==> config.mk <==
export PLATFORM = sky130hd
export DESIGN_NAME = router_pkt_fifo_flat
export DESIGN_NICKNAME = d
export VERILOG_FILES = /design/src/rtl/router_pkt_fifo_if.sv /design/src/rtl/router_pkt_fifo.sv /design/src/flat_wrapper.sv
export SDC_FILE = /design/constraint.sdc
export NUM_CORES = 1
export LEC_CHECK = 0
export ABC_CLOCK_PERIOD_IN_PS = 3300
export BUFFER_PORTS_ARGS = -buffer_cell sky130_fd_sc_hd__buf_4
export CAP_MARGIN = 10
export CORE_UTILIZATION = 40
export DETAILED_ROUTE_END_ITERATION = 7
export GPL_ROUTABILITY_DRIVEN = 0
export GPL_TIMING_DRIVEN = 0
export PLACE_DENSITY = 0.57
export SETUP_SLACK_MARGIN = 0.4
export SYNTH_ARGS = -nofsm -noshare
export SYNTH_HDL_FRONTEND = slang
export SYNTH_SLANG_ARGS = --single-unit
==> constraint.sdc <==
create_clock -name clock -period 3.3 [get_ports clock]
set_input_delay 0.165 -clock clock [delete_from_list [all_inputs] [get_ports clock]]
set_output_delay 0.165 -clock clock [all_outputs]
set_load 0.02 [all_outputs]
==> src/rtl/router_pkt_fifo_if.sv <==
// router_pkt_fifo_if
// Purpose : bundles the write/read handshake, data and status flags of the
//           router packet FIFO so the FIFO and its users connect through one
//           port. clock, reset and soft_reset stay as plain module ports.
// Signals : write_enb, read_enb, lfd_state, data_in   - requester -> FIFO
//           data_out, empty, full, almost_full,
//           fill_level, pkt_busy, pkt_done, overflow  - FIFO -> requester
// Modports: master (requester side), slave (FIFO side).
interface router_pkt_fifo_if #(
  parameter int DATA_WIDTH = 8,
  parameter int DEPTH      = 16
);
  localparam int FW = $clog2(DEPTH) + 1;

  logic                  write_enb;
  logic                  read_enb;
  logic                  lfd_state;
  logic [DATA_WIDTH-1:0] data_in;
  logic [DATA_WIDTH-1:0] data_out;
  logic                  empty;
  logic                  full;
  logic                  almost_full;
  logic [FW-1:0]         fill_level;
  logic                  pkt_busy;
  logic                  pkt_done;
  logic                  overflow;

  modport master (
    output write_enb, read_enb, lfd_state, data_in,
    input  data_out, empty, full, almost_full, fill_level,
           pkt_busy, pkt_done, overflow
  );

  modport slave (
    input  write_enb, read_enb, lfd_state, data_in,
    output data_out, empty, full, almost_full, fill_level,
           pkt_busy, pkt_done, overflow
  );
endinterface

==> src/rtl/router_pkt_fifo.sv <==
// router_pkt_fifo
// Purpose : single-clock packet FIFO for a router output port. Each entry
//           holds a data byte plus a header tag. A packet counter tracks how
//           many payload+parity bytes of the current packet are still to be
//           read, driving pkt_busy and a pkt_done pulse after the parity byte.
// Ports   : clock      - rising-edge clock
//           reset      - asynchronous active-high reset (clears all state)
//           soft_reset - synchronous active-high flush
//           bus        - router_pkt_fifo_if.slave (handshake, data, flags)
module router_pkt_fifo #(
  parameter int DATA_WIDTH   = 8,
  parameter int DEPTH        = 16,
  parameter int AFULL_THRESH = DEPTH - 2
) (
  input logic              clock,
  input logic              reset,
  input logic              soft_reset,
  router_pkt_fifo_if.slave bus
);

  localparam int AW = $clog2(DEPTH);
  localparam int PW = AW + 1;
  localparam int CW = DATA_WIDTH - 1;

  localparam logic [PW-1:0] PTR_ONE   = {{(PW-1){1'b0}}, 1'b1};
  localparam logic [PW-1:0] PTR_ZERO  = {PW{1'b0}};
  localparam logic [CW-1:0] CNT_ONE   = {{(CW-1){1'b0}}, 1'b1};
  localparam logic [CW-1:0] CNT_ZERO  = {CW{1'b0}};
  localparam logic [PW-1:0] AFULL_LVL = PW'(AFULL_THRESH);

  // Storage: data bits are never reset; the header tags are.
  logic [DATA_WIDTH-1:0] mem_r [DEPTH];
  logic [DEPTH-1:0]      tag_r;

  logic [PW-1:0]         wr_ptr_r;
  logic [PW-1:0]         rd_ptr_r;
  logic [CW-1:0]         pkt_cnt_r;
  logic [DATA_WIDTH-1:0] data_out_r;
  logic                  pkt_done_r;
  logic                  overflow_r;

  logic                  empty_s;
  logic                  full_s;
  logic                  almost_full_s;
  logic [PW-1:0]         fill_s;
  logic                  wr_acc_s;
  logic                  rd_acc_s;
  logic [DATA_WIDTH-1:0] rd_entry_s;
  logic                  rd_tag_s;
  logic [CW-1:0]         len_s;
  logic [CW-1:0]         cnt_nxt_s;
  logic                  done_nxt_s;

  // Occupancy flags and accept decisions, all from registered pointers.
  always_comb begin
    empty_s       = (wr_ptr_r == rd_ptr_r);
    full_s        = (wr_ptr_r[AW] != rd_ptr_r[AW]) &&
                    (wr_ptr_r[AW-1:0] == rd_ptr_r[AW-1:0]);
    fill_s        = wr_ptr_r - rd_ptr_r;
    almost_full_s = (fill_s >= AFULL_LVL);
    wr_acc_s      = bus.write_enb && !full_s;
    rd_acc_s      = bus.read_enb && !empty_s;
    rd_entry_s    = mem_r[rd_ptr_r[AW-1:0]];
    rd_tag_s      = tag_r[rd_ptr_r[AW-1:0]];
    // Header length field sits above the two low bits; +1 covers parity.
    len_s         = {1'b0, rd_entry_s[DATA_WIDTH-1:2]} + CNT_ONE;
  end

  // Packet counter next state: tagged read (re)loads, untagged read counts
  // down, and only the 1->0 step produces pkt_done.
  always_comb begin
    cnt_nxt_s  = pkt_cnt_r;
    done_nxt_s = 1'b0;
    if (rd_acc_s) begin
      if (rd_tag_s) begin
        cnt_nxt_s = len_s;
      end else if (pkt_cnt_r != CNT_ZERO) begin
        cnt_nxt_s  = pkt_cnt_r - CNT_ONE;
        done_nxt_s = (pkt_cnt_r == CNT_ONE);
      end else begin
        cnt_nxt_s = pkt_cnt_r;
      end
    end else begin
      cnt_nxt_s = pkt_cnt_r;
    end
  end

  // Control state: pointers, tags, counter and registered outputs.
  always_ff @(posedge clock or posedge reset) begin
    if (reset) begin
      wr_ptr_r   <= PTR_ZERO;
      rd_ptr_r   <= PTR_ZERO;
      tag_r      <= {DEPTH{1'b0}};
      pkt_cnt_r  <= CNT_ZERO;
      data_out_r <= {DATA_WIDTH{1'b0}};
      pkt_done_r <= 1'b0;
      overflow_r <= 1'b0;
    end else if (soft_reset) begin
      wr_ptr_r   <= PTR_ZERO;
      rd_ptr_r   <= PTR_ZERO;
      tag_r      <= {DEPTH{1'b0}};
      pkt_cnt_r  <= CNT_ZERO;
      data_out_r <= {DATA_WIDTH{1'b0}};
      pkt_done_r <= 1'b0;
      overflow_r <= 1'b0;
    end else begin
      if (wr_acc_s) begin
        wr_ptr_r                  <= wr_ptr_r + PTR_ONE;
        tag_r[wr_ptr_r[AW-1:0]]   <= bus.lfd_state;
      end
      if (rd_acc_s) begin
        rd_ptr_r <= rd_ptr_r + PTR_ONE;
      end
      // data_out returns to zero whenever no read was accepted.
      data_out_r <= rd_acc_s ? rd_entry_s : {DATA_WIDTH{1'b0}};
      pkt_cnt_r  <= cnt_nxt_s;
      pkt_done_r <= done_nxt_s;
      if (bus.write_enb && full_s) begin
        overflow_r <= 1'b1;
      end
    end
  end

  // Data array write port; a soft flush suppresses the concurrent write.
  always_ff @(posedge clock) begin
    if (wr_acc_s && !soft_reset) begin
      mem_r[wr_ptr_r[AW-1:0]] <= bus.data_in;
    end
  end

  assign bus.data_out    = data_out_r;
  assign bus.empty       = empty_s;
  assign bus.full        = full_s;
  assign bus.almost_full = almost_full_s;
  assign bus.fill_level  = fill_s;
  assign bus.pkt_busy    = (pkt_cnt_r != CNT_ZERO);
  assign bus.pkt_done    = pkt_done_r;
  assign bus.overflow    = overflow_r;

endmodule
==> src/flat_wrapper.sv <==
// flat-port wrapper written by rule: the top's interface ports become plain ports
module router_pkt_fifo_flat 
#(
  parameter int DATA_WIDTH   = 8,
  parameter int DEPTH        = 16,
  parameter int AFULL_THRESH = DEPTH - 2
)
  (clock, reset, soft_reset, bus_write_enb, bus_read_enb, bus_lfd_state, bus_data_in, bus_data_out, bus_empty, bus_full, bus_almost_full, bus_fill_level, bus_pkt_busy, bus_pkt_done, bus_overflow);
  router_pkt_fifo_if #(.DATA_WIDTH(DATA_WIDTH), .DEPTH(DEPTH)) bus_i ();
  input logic clock;
  input logic reset;
  input logic soft_reset;
  input wire logic [$bits(bus_i.write_enb)-1:0] bus_write_enb;
  input wire logic [$bits(bus_i.read_enb)-1:0] bus_read_enb;
  input wire logic [$bits(bus_i.lfd_state)-1:0] bus_lfd_state;
  input wire logic [$bits(bus_i.data_in)-1:0] bus_data_in;
  output wire logic [$bits(bus_i.data_out)-1:0] bus_data_out;
  output wire logic [$bits(bus_i.empty)-1:0] bus_empty;
  output wire logic [$bits(bus_i.full)-1:0] bus_full;
  output wire logic [$bits(bus_i.almost_full)-1:0] bus_almost_full;
  output wire logic [$bits(bus_i.fill_level)-1:0] bus_fill_level;
  output wire logic [$bits(bus_i.pkt_busy)-1:0] bus_pkt_busy;
  output wire logic [$bits(bus_i.pkt_done)-1:0] bus_pkt_done;
  output wire logic [$bits(bus_i.overflow)-1:0] bus_overflow;
  assign bus_i.write_enb = bus_write_enb;
  assign bus_i.read_enb = bus_read_enb;
  assign bus_i.lfd_state = bus_lfd_state;
  assign bus_i.data_in = bus_data_in;
  assign bus_data_out = bus_i.data_out;
  assign bus_empty = bus_i.empty;
  assign bus_full = bus_i.full;
  assign bus_almost_full = bus_i.almost_full;
  assign bus_fill_level = bus_i.fill_level;
  assign bus_pkt_busy = bus_i.pkt_busy;
  assign bus_pkt_done = bus_i.pkt_done;
  assign bus_overflow = bus_i.overflow;
  router_pkt_fifo #(.DATA_WIDTH(DATA_WIDTH), .DEPTH(DEPTH), .AFULL_THRESH(AFULL_THRESH)) u_core (.clock(clock), .reset(reset), .soft_reset(soft_reset), .bus(bus_i));
endmodule
==> results of run 1 <==
-- cells by family (layout without fill, tap and decap cells) --
logic type                 Yosys count  count (layout)
DFF                                171             171
and+or+nand+nor                    118             118
AOI/OAI and AO/OA                   74              74
muxes                               47              47
buffers and inverters               39             134
xor gates and xnor gates            18              18
adders and majority gates           13              13
-- critical path: stages (launching register included) --
cell and delay (ns):
sky130_fd_sc_hd__dfrtp_1 0.33, sky130_fd_sc_hd__clkbuf_2 0.28, sky130_fd_sc_hd__buf_6 0.20, sky130_fd_sc_hd__inv_1 0.12, sky130_fd_sc_hd__ha_1 0.37, sky130_fd_sc_hd__nand4_1 0.10
sky130_fd_sc_hd__buf_4 0.16, sky130_fd_sc_hd__nor2_4 0.05, sky130_fd_sc_hd__nor2b_4 0.17, sky130_fd_sc_hd__buf_12 0.14, sky130_fd_sc_hd__nand2_4 0.13, sky130_fd_sc_hd__nor3_4 0.21
sky130_fd_sc_hd__buf_4 0.21
-- registers in the layout, summed over array words and instances (netlist names) --
name,flops
u_core.rd_ptr_r,5
u_core.bus.pkt_done,1
u_core.tag_r,16
u_core.wr_ptr_r,5
u_core.bus.data_out,8
u_core.bus.overflow,1
u_core.pkt_cnt_r,7
u_core.mem_r,128
-- cell type report --
| class | count | area [um^2] |
|---|---|---|
| fillers | 1437 | 8960 |
| flip-flops and latches | 171 | 4920 |
| multi-input cells | 270 | 2620 |
| repair buffers | 63 | 609 |
| clock buffers | 19 | 433 |
| well taps | 229 | 287 |
| plain buffers | 25 | 175 |
| clock inverters | 13 | 153 |
| inverters | 14 | 56.3 |
-- cells in the mapped netlist (all sizes together), types with 2 or more instances --
master / instances / share of area [%]
a22o: 2 / 0.23
a311oi: 2 / 0.23
a31oi: 2 / 0.17
mux2i: 12 / 1.6
clkbuf: 14 / 0.72
nand2b: 5 / 0.42
xor2: 8 / 0.93
and2: 7 / 0.58
a21oi: 24 / 1.6
nor2: 25 / 1.3
a2bb2oi: 2 / 0.32
mux4: 34 / 11
buf: 11 / 1.5
a221oi: 2 / 0.40
ha: 12 / 2.0
nand3: 8 / 0.53
nor3: 21 / 1.4
a22oi: 8 / 0.80
nand4: 18 / 1.5
inv: 13 / 0.65
xnor2: 10 / 1.2
nand2: 17 / 0.88
and2b: 2 / 0.20
nor2b: 6 / 0.50
o41ai: 2 / 0.23
a21o: 2 / 0.20
and3: 5 / 0.48
o21ai: 20 / 1.3
dfrtp: 43 / 14
nor4: 2 / 0.17
edfxtp: 128 / 51
-- timing repair --
action | CTS | global route
setup endpoints to repair | 155 | 148
resized for setup | 27 | 12
endpoints found under the hold margin | 44 | 0
hold buffers | 2 | 0
buffers inserted | 21 | 4
pin swaps | 16 | 1
-- path summary, 6_finish.rpt --
| kind | startpoint | to | slack (ns) |
|---|---|---|---|
| setup / recovery | u_core.rd_ptr_r[2]$_DFFE_PP0P_ | u_core.mem_r[3][7]$_DFFE_PP_ | 0.50 |
| hold / removal | bus_data_in[6] | u_core.mem_r[1][6]$_DFFE_PP_ | 0.03 |
| setup reg to reg | u_core.rd_ptr_r[2]$_DFFE_PP0P_ | u_core.mem_r[3][7]$_DFFE_PP_ | 0.50 |
| hold reg to reg | u_core.bus.overflow$_DFFE_PP0P_ | u_core.bus.overflow$_DFFE_PP0P_ | 0.52 |
| max in group asynchronous | reset | u_core.tag_r[2]$_DFFE_PP0P_ | 2.22 |
| min in group asynchronous | reset | u_core.bus.overflow$_DFFE_PP0P_ | 0.50 |
-- routing by layer --
metal / vias up / GRT usage [%]
met5: - / 0
met4: 0 / 5.79
met3: 26 / 4.35
met2: 140 / 31.4
met1: 2354 / 26.9
li1: 2054 / -
-- power by group through the flow --
stage / Combinational (mW) / Clock (mW) / Sequential (mW)
3_5_place_dp: 1.09 / 0 / 2.44
5_1_grt: 1.23 / 2.12 / 2.40
6_report: 1.15 / 1.99 / 2.40
4_1_cts: 1.12 / 2.01 / 2.40
3_3_place_gp: 1.08 / 0 / 2.44
2_1_floorplan: 0.765 / 0 / 2.45
==> metrics.json, run 1 <==
{
  "ffs_w_async_s_r_synth_pct": 25.1,
  "antenna_violations_before_repair": 0,
  "fin_setup_tns_ns": 0,
  "criticalPathCategory": "reg2reg",
  "maxUsedRoutingLayer": "met4",
  "maxcap_violations": 0,
  "clock_power_share_pct": 36.0,
  "combPwrFrac_pct": 20.8,
  "place_inst": 745,
  "switching_portion_of_total_power_pct": 27.7,
  "htree_num_levels": 4,
  "power_density_nw_per_um2": 599,
  "via_count_of_the_first_global_routing_pass": 4571,
  "final_cell_mix": "sky130_fd_sc_hd__edfxtp_1, sky130_fd_sc_hd__buf_4, sky130_fd_sc_hd__dfrtp_1, sky130_fd_sc_hd__a21oi_1, sky130_fd_sc_hd__nor2_1",
  "io_buffers": 31,
  "period_minus_slack_ns": 2.80,
  "post_synth_xor_area_fraction_pct": 2.10,
  "worstMarginPinSlew_ns": 1.25,
  "timing.final.crit_share_pct": 84.9,
  "r2r.worst_path.cells": 12,
  "syn-num-nets": 507,
  "io_pins": 33,
  "worst_ir_drop_vdd_v": 0.000418,
  "dr.pass1.iters": 7,
  "vias": 4574,
  "synth_compound_gate_area_share_pct": 6.54,
  "via_density_per_instance": 5.69,
  "cts_buffers": 17,
  "dp.final_hpwl_mm": 11.9,
  "power.net_switching_mw": 1.53,
  "area_delta_synth_final_pct": 23.1,
  "largest_family_of_logic_cells_by_synthesized_area": "multiplexers",
  "total_power_mw": 5.54,
  "mostFrequentLayoutCell": "sky130_fd_sc_hd__edfxtp_1",
  "synth_fa_ha_area_share_pct": 2.26,
  "cts.sinks": 171,
  "max_slew_violation_count": 0,
  "drt-total-wl_mm": 17.9,
  "die_area_um2": 19300,
  "grt-ovfl-total": 0,
  "worst_setup_slack_post_dpl_ns": -0.641,
  "initial_core_util_pct": 41.3,
  "met3_length_um": 993,
  "worstSetupStartpointType": "flip-flop",
  "placedInstanceArea_um2": 8170,
  "core-area_um2": 18200,
  "layout-drive-gt1-share_pct": 28.7,
  "leakage_nw": 3.41,
  "wire_length_of_the_first_global_routing_pass_mm": 27.6,
  "drt-wirelength-per-cell_um": 22.3,
  "tritoncts": "built",
  "setup_viol": 0,
  "post_layout_nonfiller_instances": 804,
  "insertedDiodeCount": 0,
  "number_of_enable_type_register_cells_in_the_synthesized_netlist": 128,
  "initialDrtViolationCount": 384,
  "clkTransAtPathRegs_ns": 0.07,
  "grt_util_all_layers_pct": 19.6,
  "hold_path.class": "in2reg",
  "layout.cell_area.non_filler_um2": 9250,
  "postLayoutCoreUtil_pct": 50.8,
  "met2RoutedLength_mm": 8.77,
  "post_synth_inst_count": 480,
  "multiplexer_fraction_of_the_synthesized_cell_area_pct": 12.6,
  "hold_viol": 0,
  "clock_insertion_delay_worst_skew_ns": 0.44,
  "chipHeight_um": 139,
  "finalHoldWorstSlack_ns": 0.0272,
  "cts.root.buffer_cell": "sky130_fd_sc_hd__clkbuf_16",
  "power_share_of_the_sequential_group_pct": 43.3,
  "num_rows": 49,
  "synth-main-ff-cell": "sky130_fd_sc_hd__edfxtp_1",
  "synth.yosys.seq_area_share_pct": 65.5,
  "cell_internal_pwr_mw": 4.01,
  "relSlewSlack_pct": 16.6,
  "synth_area_um2": 7510,
  "final_net_count": 589,
  "drt-met1-wl_mm": 7.79,
  "max_clock_freq_mhz": 357,
  "synth_simple_gate_area_share_pct": 8.14,
  "largest_net_degree_at_the_start_of_global_routing": 44,
  "failing_checks": "design-rule violations",
  "chipWidth_um": 139,
  "cp_data_required_time_ns": 3.43,
  "ys_ff_latch": 171,
  "holdPathStages": 1,
  "status": "complete, but fails checks",
  "synthesis.yosys.warnings": 0,
  "endpoint_kind": "flip-flop",
  "critPathArrivalTime_ns": 2.94,
  "critical_path.max_fanout": 10,
  "timing.clock.skew_ns": 0.0159,
  "drc_errors": 4,
  "ys_types": 56,
  "grt_setup_unrepaired": "yes",
  "setup_slack_ns": 0.497,
  "detail-route-antenna-nets": 0,
  "postSynthAreaPerCell_um2": 15.7,
  "cts-root-to-sink-buffers": 2
}
No activity file was read; power rests on OpenSTA's default activity.
==> run 2: changes to the inputs <==
--- a/config.mk
+++ b/config.mk
@@ -5,7 +5,7 @@
 export SDC_FILE = /design/constraint.sdc
 export NUM_CORES = 1
 export LEC_CHECK = 0
-export ABC_CLOCK_PERIOD_IN_PS = 3300
+export ABC_CLOCK_PERIOD_IN_PS = 2900
 export BUFFER_PORTS_ARGS = -buffer_cell sky130_fd_sc_hd__buf_4
 export CAP_MARGIN = 10
 export CORE_UTILIZATION = 40
==> constraint.sdc (replaced) <==
create_clock -name clock -period 2.9 [get_ports clock]
set_input_delay 0.145 -clock clock [delete_from_list [all_inputs] [get_ports clock]]
set_output_delay 0.145 -clock clock [all_outputs]
set_load 0.02 [all_outputs]
==> metrics.json, run 2 (same netlist as run 1, synthesis figures left out) <==
{
  "status": "complete, but fails checks",
  "failing_checks": "design-rule violations",
  "chipWidth": {"value": 139, "unit": "um", "change": "unchanged"},
  "switching_portion_of_total_power": {"value": 28.2, "unit": "%", "change": "+0.52 points"},
  "setup_viol": {"value": 0, "change": "unchanged"},
  "drc_errors": {"value": 4, "change": "unchanged"},
  "place_inst": {"value": 741, "change": "-0.54%"},
  "worst_setup_slack_post_dpl": {"value": -0.307, "unit": "ns", "change": "+0.334 ns"},
  "hold_viol": {"value": 0, "change": "unchanged"},
  "grt_use_met1": {"value": 27.1, "unit": "%", "change": "+0.26 points"},
  "final_cell_mix": "sky130_fd_sc_hd__edfxtp_1, sky130_fd_sc_hd__buf_4, sky130_fd_sc_hd__dfrtp_1, sky130_fd_sc_hd__mux4_2",
  "insertedDiodeCount": {"value": 0, "change": "unchanged"},
  "criticalPathCategory": "reg2out",
  "final_net_count": {"value": 608, "change": "+3.2%"},
  "worstSetupStartpointType": "flip-flop",
  "worstMarginPinSlew": {"value": 1.23, "unit": "ns", "change": "-0.0239 ns"},
  "cts.sinks": {"value": 171, "change": "unchanged"},
  "clock_power_share": {"value": 35.4, "unit": "%", "change": "-0.6 points"},
  "endpoint_kind": "output pin",
  "cell_internal_pwr": {"value": 4.70, "unit": "mW", "change": "+17%"},
  "htree_num_levels": {"value": 4, "change": "unchanged"},
  "max_slew_violation_count": {"value": 0, "change": "unchanged"},
  "leakage": {"value": 3.54, "unit": "nW", "change": "+4.0%"},
  "num_rows": {"value": 49, "change": "unchanged"},
  "drt-total-wl": {"value": 18.9, "unit": "mm", "change": "+5.8%"},
  "initial_core_util": {"value": 41.3, "unit": "%", "change": "unchanged"},
  "io_buffers": {"value": 31, "change": "unchanged"},
  "maxcap_violations": {"value": 0, "change": "unchanged"},
  "drt-wirelength-per-cell": {"value": 23.0, "unit": "um", "change": "+3.4%"},
  "die_area": {"value": 19300, "unit": "um^2", "change": "unchanged"},
  "antenna_violations_before_repair": {"value": 0, "change": "unchanged"},
  "io_pins": {"value": 33, "change": "unchanged"},
  "via_count_of_the_first_global_routing_pass": {"value": 4709, "change": "+3.0%"},
  "core-area": {"value": 18200, "unit": "um^2", "change": "unchanged"},
  "layout-drive-gt1-share": {"value": 35.0, "unit": "%", "change": "+6.3 points"},
  "largest_net_degree_at_the_start_of_global_routing": {"value": 32, "change": "-27%"},
  "postLayoutCoreUtil": {"value": 53.2, "unit": "%", "change": "+2.4 points"},
  "fin_setup_tns": {"value": 0, "unit": "ns", "change": "unchanged"},
  "grt_setup_unrepaired": "yes",
  "wire_length_of_the_first_global_routing_pass": {"value": 28.9, "unit": "mm", "change": "+4.5%"},
  "clkTransAtPathRegs": {"value": 0.07, "unit": "ns", "change": "about the same"},
  "grt_util_all_layers": {"value": 20.9, "unit": "%", "change": "+1.3 points"},
  "relSlewSlack": {"value": 18.2, "unit": "%", "change": "+1.6 points"},
  "tritoncts": "built",
  "mostFrequentLayoutCell": "sky130_fd_sc_hd__edfxtp_1",
  "busiest_layer": "met2",
  "max_clock_freq_mhz": 396,
  "power_density": {"value": 676, "unit": "nW/um^2", "change": "+13%"},
  "vias": {"value": 4664, "change": "+2.0%"},
  "cts-root-to-sink-buffers": {"value": 2, "change": "unchanged"},
  "total_power": {"value": 6.54, "unit": "mW", "change": "+18%"},
  "dp.final_hpwl": {"value": 11.8, "unit": "mm", "change": "-0.34%"},
  "largest_register_ffs": {"value": 128, "change": "unchanged"},
  "grt-ovfl-total": {"value": 0, "change": "unchanged"},
  "setup_slack": {"value": 0.373, "unit": "ns", "change": "-0.124 ns"},
  "worst_ir_drop_vdd": {"value": 0.000475, "unit": "V", "change": "+14%"},
  "cts.root.buffer_cell": "sky130_fd_sc_hd__clkbuf_16",
  "initialDrtViolationCount": {"value": 363, "change": "-5.5%"},
  "critPathArrivalTime": {"value": 2.38, "unit": "ns", "change": "-0.56 ns"},
  "use_met2": {"value": 34.8, "unit": "%", "change": "+3.4 points"},
  "combPwrFrac": {"value": 22.9, "unit": "%", "change": "+2.1 points"},
  "cp_data_required_time": {"value": 2.76, "unit": "ns", "change": "-0.67 ns"},
  "area_delta_synth_final_pct": 28.9,
  "detail-route-antenna-nets": {"value": 0, "change": "unchanged"},
  "via_density_per_instance": {"value": 5.67, "change": "-0.39%"},
  "grt_use_met3": {"value": 4.56, "unit": "%", "change": "+0.21 points"},
  "timing.final.crit_share_pct": 87.1,
  "timing.clock.skew": {"value": 0.00887, "unit": "ns", "change": "-0.00698 ns"},
  "period_minus_slack_ns": 2.53,
  "power_share_of_the_sequential_group": {"value": 41.7, "unit": "%", "change": "-1.6 points"},
  "post_layout_nonfiller_instances": {"value": 823, "change": "+2.4%"},
  "dr.pass1.iters": {"value": 7, "change": "unchanged"},
  "clock_insertion_delay_worst_skew": {"value": 0.43, "unit": "ns", "change": "about the same"},
  "cts_buffers": {"value": 17, "change": "unchanged"},
  "chipHeight": {"value": 139, "unit": "um", "change": "unchanged"},
  "hold_path.class": "in2reg",
  "power.net_switching": {"value": 1.85, "unit": "mW", "change": "+20%"},
  "critical_path.max_fanout": {"value": 3, "change": "-7"}
}
[run 2: layer usage]
layer,vias up,part of all wire (%)
li1,2083,-
met1,2412,44
met2,137,50
met3,32,4.5
met4,0,2.2
met5,-,0
[run 2: cell type report]
class | count | area [um^2]
Buffer | 25 | 225
Timing Repair Buffer | 82 | 841
Clock buffer | 18 | 429
Multi-Input combinational cell | 270 | 2750
Tap cell | 229 | 287
Clock inverter | 14 | 175
Sequential cell | 171 | 4920
Inverter | 14 | 60.1
Fill cell | 1462 | 8520
[run 2: critical path: stages, from the launching register on]
cell	delay, ns
sky130_fd_sc_hd__dfrtp_1	0.36
sky130_fd_sc_hd__clkbuf_8	0.15
sky130_fd_sc_hd__buf_12	0.10
sky130_fd_sc_hd__clkinvlp_4	0.15
sky130_fd_sc_hd__fa_2	0.39
sky130_fd_sc_hd__a21o_1	0.18
sky130_fd_sc_hd__a21oi_2	0.18
sky130_fd_sc_hd__xnor2_2	0.09
sky130_fd_sc_hd__a31o_2	0.23
sky130_fd_sc_hd__buf_6	0.13
[run 2: per-stage QoR]
step | hold slack [ns] | area (um^2)
2_1_floorplan | 0.244 | 7710
3_3_place_gp | 0.384 | 8230
3_5_place_dp | 0.120 | 8250
4_1_cts | 0.00543 | 9470
5_1_grt | 0.00756 | 9680
6_report | 0.0177 | 9680
[run 2: repair_timing]
item,4_1_cts,5_1_grt
hold buffers,4,0
gates resized for setup,36,31
endpoints found under the hold margin,59,0
buffers inserted,32,14
setup endpoints to repair,169,155
pin swaps,23,20
[run 2: power by group through the flow]
| stage | clock network [mW] | registers (mW) | logic, mW |
|---|---|---|---|
| 6_report | 2.32 | 2.73 | 1.50 |
| 5_1_grt | 2.46 | 2.73 | 1.61 |
| 4_1_cts | 2.35 | 2.73 | 1.39 |
| 3_5_place_dp | 0 | 2.78 | 1.27 |
| 3_3_place_gp | 0 | 2.78 | 1.25 |
| 2_1_floorplan | 0 | 2.78 | 0.888 |
[run 2: path summary, 6_finish.rpt]
path	from	to	slack, ns	cells past startpoint
worst max-delay path	u_core.rd_ptr_r[1]$_DFFE_PP0P_	bus_almost_full	0.37	9
max in group asynchronous	reset	u_core.wr_ptr_r[0]$_DFFE_PP0P_	2.20	4
worst min register to register	u_core.bus.overflow$_DFFE_PP0P_	u_core.bus.overflow$_DFFE_PP0P_	0.51	2
worst min-delay path	bus_data_in[1]	u_core.mem_r[4][1]$_DFFE_PP_	0.02	1
worst max register to register	u_core.rd_ptr_r[0]$_DFFE_PP0P_	u_core.pkt_cnt_r[5]$_DFFE_PP0P_	0.43	9
min in group asynchronous	reset	u_core.bus.pkt_done$_DFF_PP0_	0.23	3
==> run 3: changes to the inputs <==
--- a/config.mk
+++ b/config.mk
@@ -8,11 +8,13 @@
 export ABC_CLOCK_PERIOD_IN_PS = 2900
 export BUFFER_PORTS_ARGS = -buffer_cell sky130_fd_sc_hd__buf_4
 export CAP_MARGIN = 10
+export CORE_ASPECT_RATIO = 0.6
 export CORE_UTILIZATION = 40
 export DETAILED_ROUTE_END_ITERATION = 7
 export GPL_ROUTABILITY_DRIVEN = 0
 export GPL_TIMING_DRIVEN = 0
 export PLACE_DENSITY = 0.57
+export REMOVE_ABC_BUFFERS = 1
 export SETUP_SLACK_MARGIN = 0.4
 export SYNTH_ARGS = -nofsm -noshare
 export SYNTH_HDL_FRONTEND = slang
==> metrics.json, run 3 (same netlist as run 1, synthesis figures left out) <==
{
  "period_minus_slack": {"value": 2.50, "unit": "ns", "change": "-0.0268 ns"},
  "grt-ovfl-total": {"value": 0, "change": "unchanged"},
  "worst_ir_drop_vdd": {"value": 0.000406, "unit": "V", "change": "-15%"},
  "cts_buffers": {"value": 17, "change": "unchanged"},
  "place_inst": {"value": 737, "change": "-0.54%"},
  "via_count_of_the_first_global_routing_pass": {"value": 4370, "change": "-7.2%"},
  "cts-root-to-sink-buffers": {"value": 2, "change": "unchanged"},
  "maxcap_violations": {"value": 0, "change": "unchanged"},
  "leakage": {"value": 3.43, "unit": "nW", "change": "-3.3%"},
  "worstSetupStartpointType": "flip-flop",
  "r2r_setup_slack": {"value": 0.40, "unit": "ns", "change": "-0.03 ns"},
  "relSlewSlack": {"value": 43.1, "unit": "%", "change": "+25 points"},
  "io_pins": {"value": 33, "change": "unchanged"},
  "cts.root.buffer_cell": "sky130_fd_sc_hd__clkbuf_16",
  "io_buffers": {"value": 32, "change": "+3.2%"},
  "power_density": {"value": 679, "unit": "nW/um^2", "change": "+0.52%"},
  "setup_viol": {"value": 0, "change": "unchanged"},
  "clock_insertion_delay_worst_skew": {"value": 0.42, "unit": "ns", "change": "about the same"},
  "timing.final.crit_share": {"value": 86.2, "unit": "%", "change": "-0.92 points"},
  "wire_length_of_the_first_global_routing_pass": {"value": 27.3, "unit": "mm", "change": "-5.4%"},
  "layout-drive-gt1-share": {"value": 35.0, "unit": "%", "change": "-0.043 points"},
  "core-area": {"value": 18200, "unit": "um^2", "change": "about the same"},
  "endpoint_kind": "flip-flop",
  "r2r.worst_path.cells": {"value": 8, "change": "-1"},
  "tritoncts": "built",
  "holdPathStages": {"value": 1, "change": "unchanged"},
  "initial_core_util": {"value": 41.3, "unit": "%", "change": "about the same"},
  "hold_path_end": "u_core.mem_r[5][6]$_DFFE_PP_",
  "insertedDiodeCount": {"value": 0, "change": "unchanged"},
  "largest_net_degree_at_the_start_of_global_routing": {"value": 50, "change": "+56%"},
  "startpoint_of_the_lowest_slack_hold_path": "bus_data_in[6]",
  "layout.cell_area.non_filler": {"value": 9400, "unit": "um^2", "change": "-2.9%"},
  "num_rows": {"value": 38, "change": "-22%"},
  "dp.final_hpwl": {"value": 11.1, "unit": "mm", "change": "-6.1%"},
  "hold_viol": {"value": 0, "change": "unchanged"},
  "mostFrequentLayoutCell": "sky130_fd_sc_hd__edfxtp_1",
  "critical_path.max_fanout": {"value": 11, "change": "+8"},
  "status": "finished clean",
  "final_cell_mix": "sky130_fd_sc_hd__edfxtp_1, sky130_fd_sc_hd__buf_4, sky130_fd_sc_hd__dfrtp_1, sky130_fd_sc_hd__nor2_1, sky130_fd_sc_hd__mux4_2",
  "grt_setup_unrepaired": "yes",
  "nFillCells": {"value": 1484, "change": "+1.5%"},
  "finalHoldWorstSlack": {"value": 0.0186, "unit": "ns", "change": "+0.000941 ns"},
  "worstMarginPinSlew": {"value": 0.854, "unit": "ns", "change": "-0.374 ns"},
  "worst_r2r_endpoint": "u_core.pkt_cnt_r[5]$_DFFE_PP0P_",
  "sequential_cell_area": {"value": 4930, "unit": "um^2", "change": "+0.28%"},
  "total_power": {"value": 6.39, "unit": "mW", "change": "-2.4%"},
  "drt-wirelength-per-cell": {"value": 22.5, "unit": "um", "change": "-2.2%"},
  "drt-total-wl": {"value": 18.2, "unit": "mm", "change": "-3.9%"},
  "dr.pass1.iters": {"value": 5, "change": "-2"},
  "initialDrtViolationCount": {"value": 584, "change": "+61%"},
  "clkTransAtPathRegs": {"value": 0.07, "unit": "ns", "change": "about the same"},
  "criticalPathCategory": "reg2reg",
  "post_layout_nonfiller_instances": {"value": 809, "change": "-1.7%"},
  "largest_register_ffs": {"value": 128, "change": "unchanged"},
  "chipHeight": {"value": 108, "unit": "um", "change": "-22%"},
  "hold_path.class": "in2reg",
  "antenna_violations_before_repair": {"value": 0, "change": "unchanged"},
  "worstReg2RegStart": "u_core.rd_ptr_r[0]$_DFFE_PP0P_",
  "max_slew_violation_count": {"value": 0, "change": "unchanged"},
  "max_clock_freq": {"value": 400, "unit": "MHz", "change": "+1.1%"},
  "via_density_per_instance": {"value": 5.69, "change": "+0.47%"},
  "chipWidth": {"value": 179, "unit": "um", "change": "+29%"},
  "fin_setup_tns": {"value": 0, "unit": "ns", "change": "unchanged"},
  "placedInstanceArea": {"value": 8010, "unit": "um^2", "change": "-2.9%"},
  "timing.clock.skew": {"value": 0.0128, "unit": "ns", "change": "+0.00391 ns"},
  "area_delta_synth_final_pct": 25.1,
  "grt_util_all_layers": {"value": 19.9, "unit": "%", "change": "-1.1 points"},
  "critPathArrivalTime": {"value": 2.83, "unit": "ns", "change": "+0.45 ns"},
  "cts.sinks": {"value": 171, "change": "unchanged"},
  "detail-route-antenna-nets": {"value": 0, "change": "unchanged"},
  "vias": {"value": 4606, "change": "-1.2%"},
  "multi_input_area": {"value": 2760, "unit": "um^2", "change": "+0.41%"},
  "final_net_count": {"value": 583, "change": "-4.1%"},
  "die_area": {"value": 19400, "unit": "um^2", "change": "about the same"},
  "drc_errors": {"value": 0, "change": "-4"},
  "htree_num_levels": {"value": 4, "change": "unchanged"},
  "cp_data_required_time": {"value": 3.23, "unit": "ns", "change": "+0.47 ns"}
}
[run 3: cell count changes in the layout (fill, tap and decap cells not counted), sizes merged]
cell | before | now
buf | 91 | 80
clkbuf | 30 | 18
bufinv | 2 | 0
clkinvlp | 2 | 3
dlygate4sd3 | 4 | 2
clkinv | 4 | 5
[run 3: layout make-up]
cell class | instances | share of cell area, %
inverter | 14 | 0.625
timing repair buffer | 82 | 8.45
clock inverter | 14 | 1.36
tap | 240 | 3.19
multi-input combinational | 270 | 29.3
sequential | 171 | 52.5
clock buffer | 18 | 4.56
[run 3: where the power goes]
| group | internal, mW | total [mW] | switching [mW] |
|---|---|---|---|
| Sequential | 2.69 | 2.74 | 0.0460 |
| Clock | 1.13 | 2.15 | 1.02 |
| Combinational | 0.684 | 1.50 | 0.816 |
[run 3: stage by stage]
| stage | setup slack (ns) | util, % |
|---|---|---|
| 2_1_floorplan | -1.69 | - |
| 3_3_place_gp | -3.53 | 43.3 |
| 3_5_place_dp | -1.57 | 44.0 |
| 4_1_cts | 0.398 | 51.0 |
| 5_1_grt | 0.313 | 51.6 |
| 6_report | 0.400 | 51.6 |
[run 3: worst max-delay path by stage]
stage / start / to / slack (ns) / depth (start not counted)
3_3_place_gp: u_core.rd_ptr_r[0]$_DFFE_PP0P_ / u_core.mem_r[11][6]$_DFFE_PP_ / -3.53 / 6
3_5_place_dp: u_core.rd_ptr_r[1]$_DFFE_PP0P_ / u_core.mem_r[9][2]$_DFFE_PP_ / -1.57 / 9
4_1_cts: u_core.rd_ptr_r[0]$_DFFE_PP0P_ / u_core.pkt_cnt_r[5]$_DFFE_PP0P_ / 0.40 / 8
6_report: u_core.rd_ptr_r[0]$_DFFE_PP0P_ / u_core.pkt_cnt_r[5]$_DFFE_PP0P_ / 0.40 / 8
2_1_floorplan: u_core.rd_ptr_r[0]$_DFFE_PP0P_ / u_core.mem_r[11][0]$_DFFE_PP_ / -1.69 / 6
5_1_grt: u_core.rd_ptr_r[0]$_DFFE_PP0P_ / u_core.pkt_cnt_r[5]$_DFFE_PP0P_ / 0.31 / 8
[run 3: repair_timing]
item                       4_1_cts  5_1_grt
setup buffers                   36        2
pin swaps                       25        5
resized for setup               65       19
hold buffers                     2        0
hold endpoints to repair        21        0
setup endpoints to repair      177      147
[run 3: layer usage]
metal	wire length, um	track usage (%)
met4	123	3.81
met2	7920	27.9
met3	1280	4.57
met5	0	0
met1	8880	31.3
[run 3: critical path, stage by stage, from the launching register on]
cell and delay (ns):
sky130_fd_sc_hd__dfrtp_4 0.44, sky130_fd_sc_hd__buf_4 0.15, sky130_fd_sc_hd__buf_16 0.16, sky130_fd_sc_hd__mux4_2 0.59, sky130_fd_sc_hd__a22oi_2 0.27, sky130_fd_sc_hd__nand2_2 0.14, sky130_fd_sc_hd__a2111oi_2 0.46, sky130_fd_sc_hd__a311oi_2 0.09
sky130_fd_sc_hd__o31ai_1 0.08
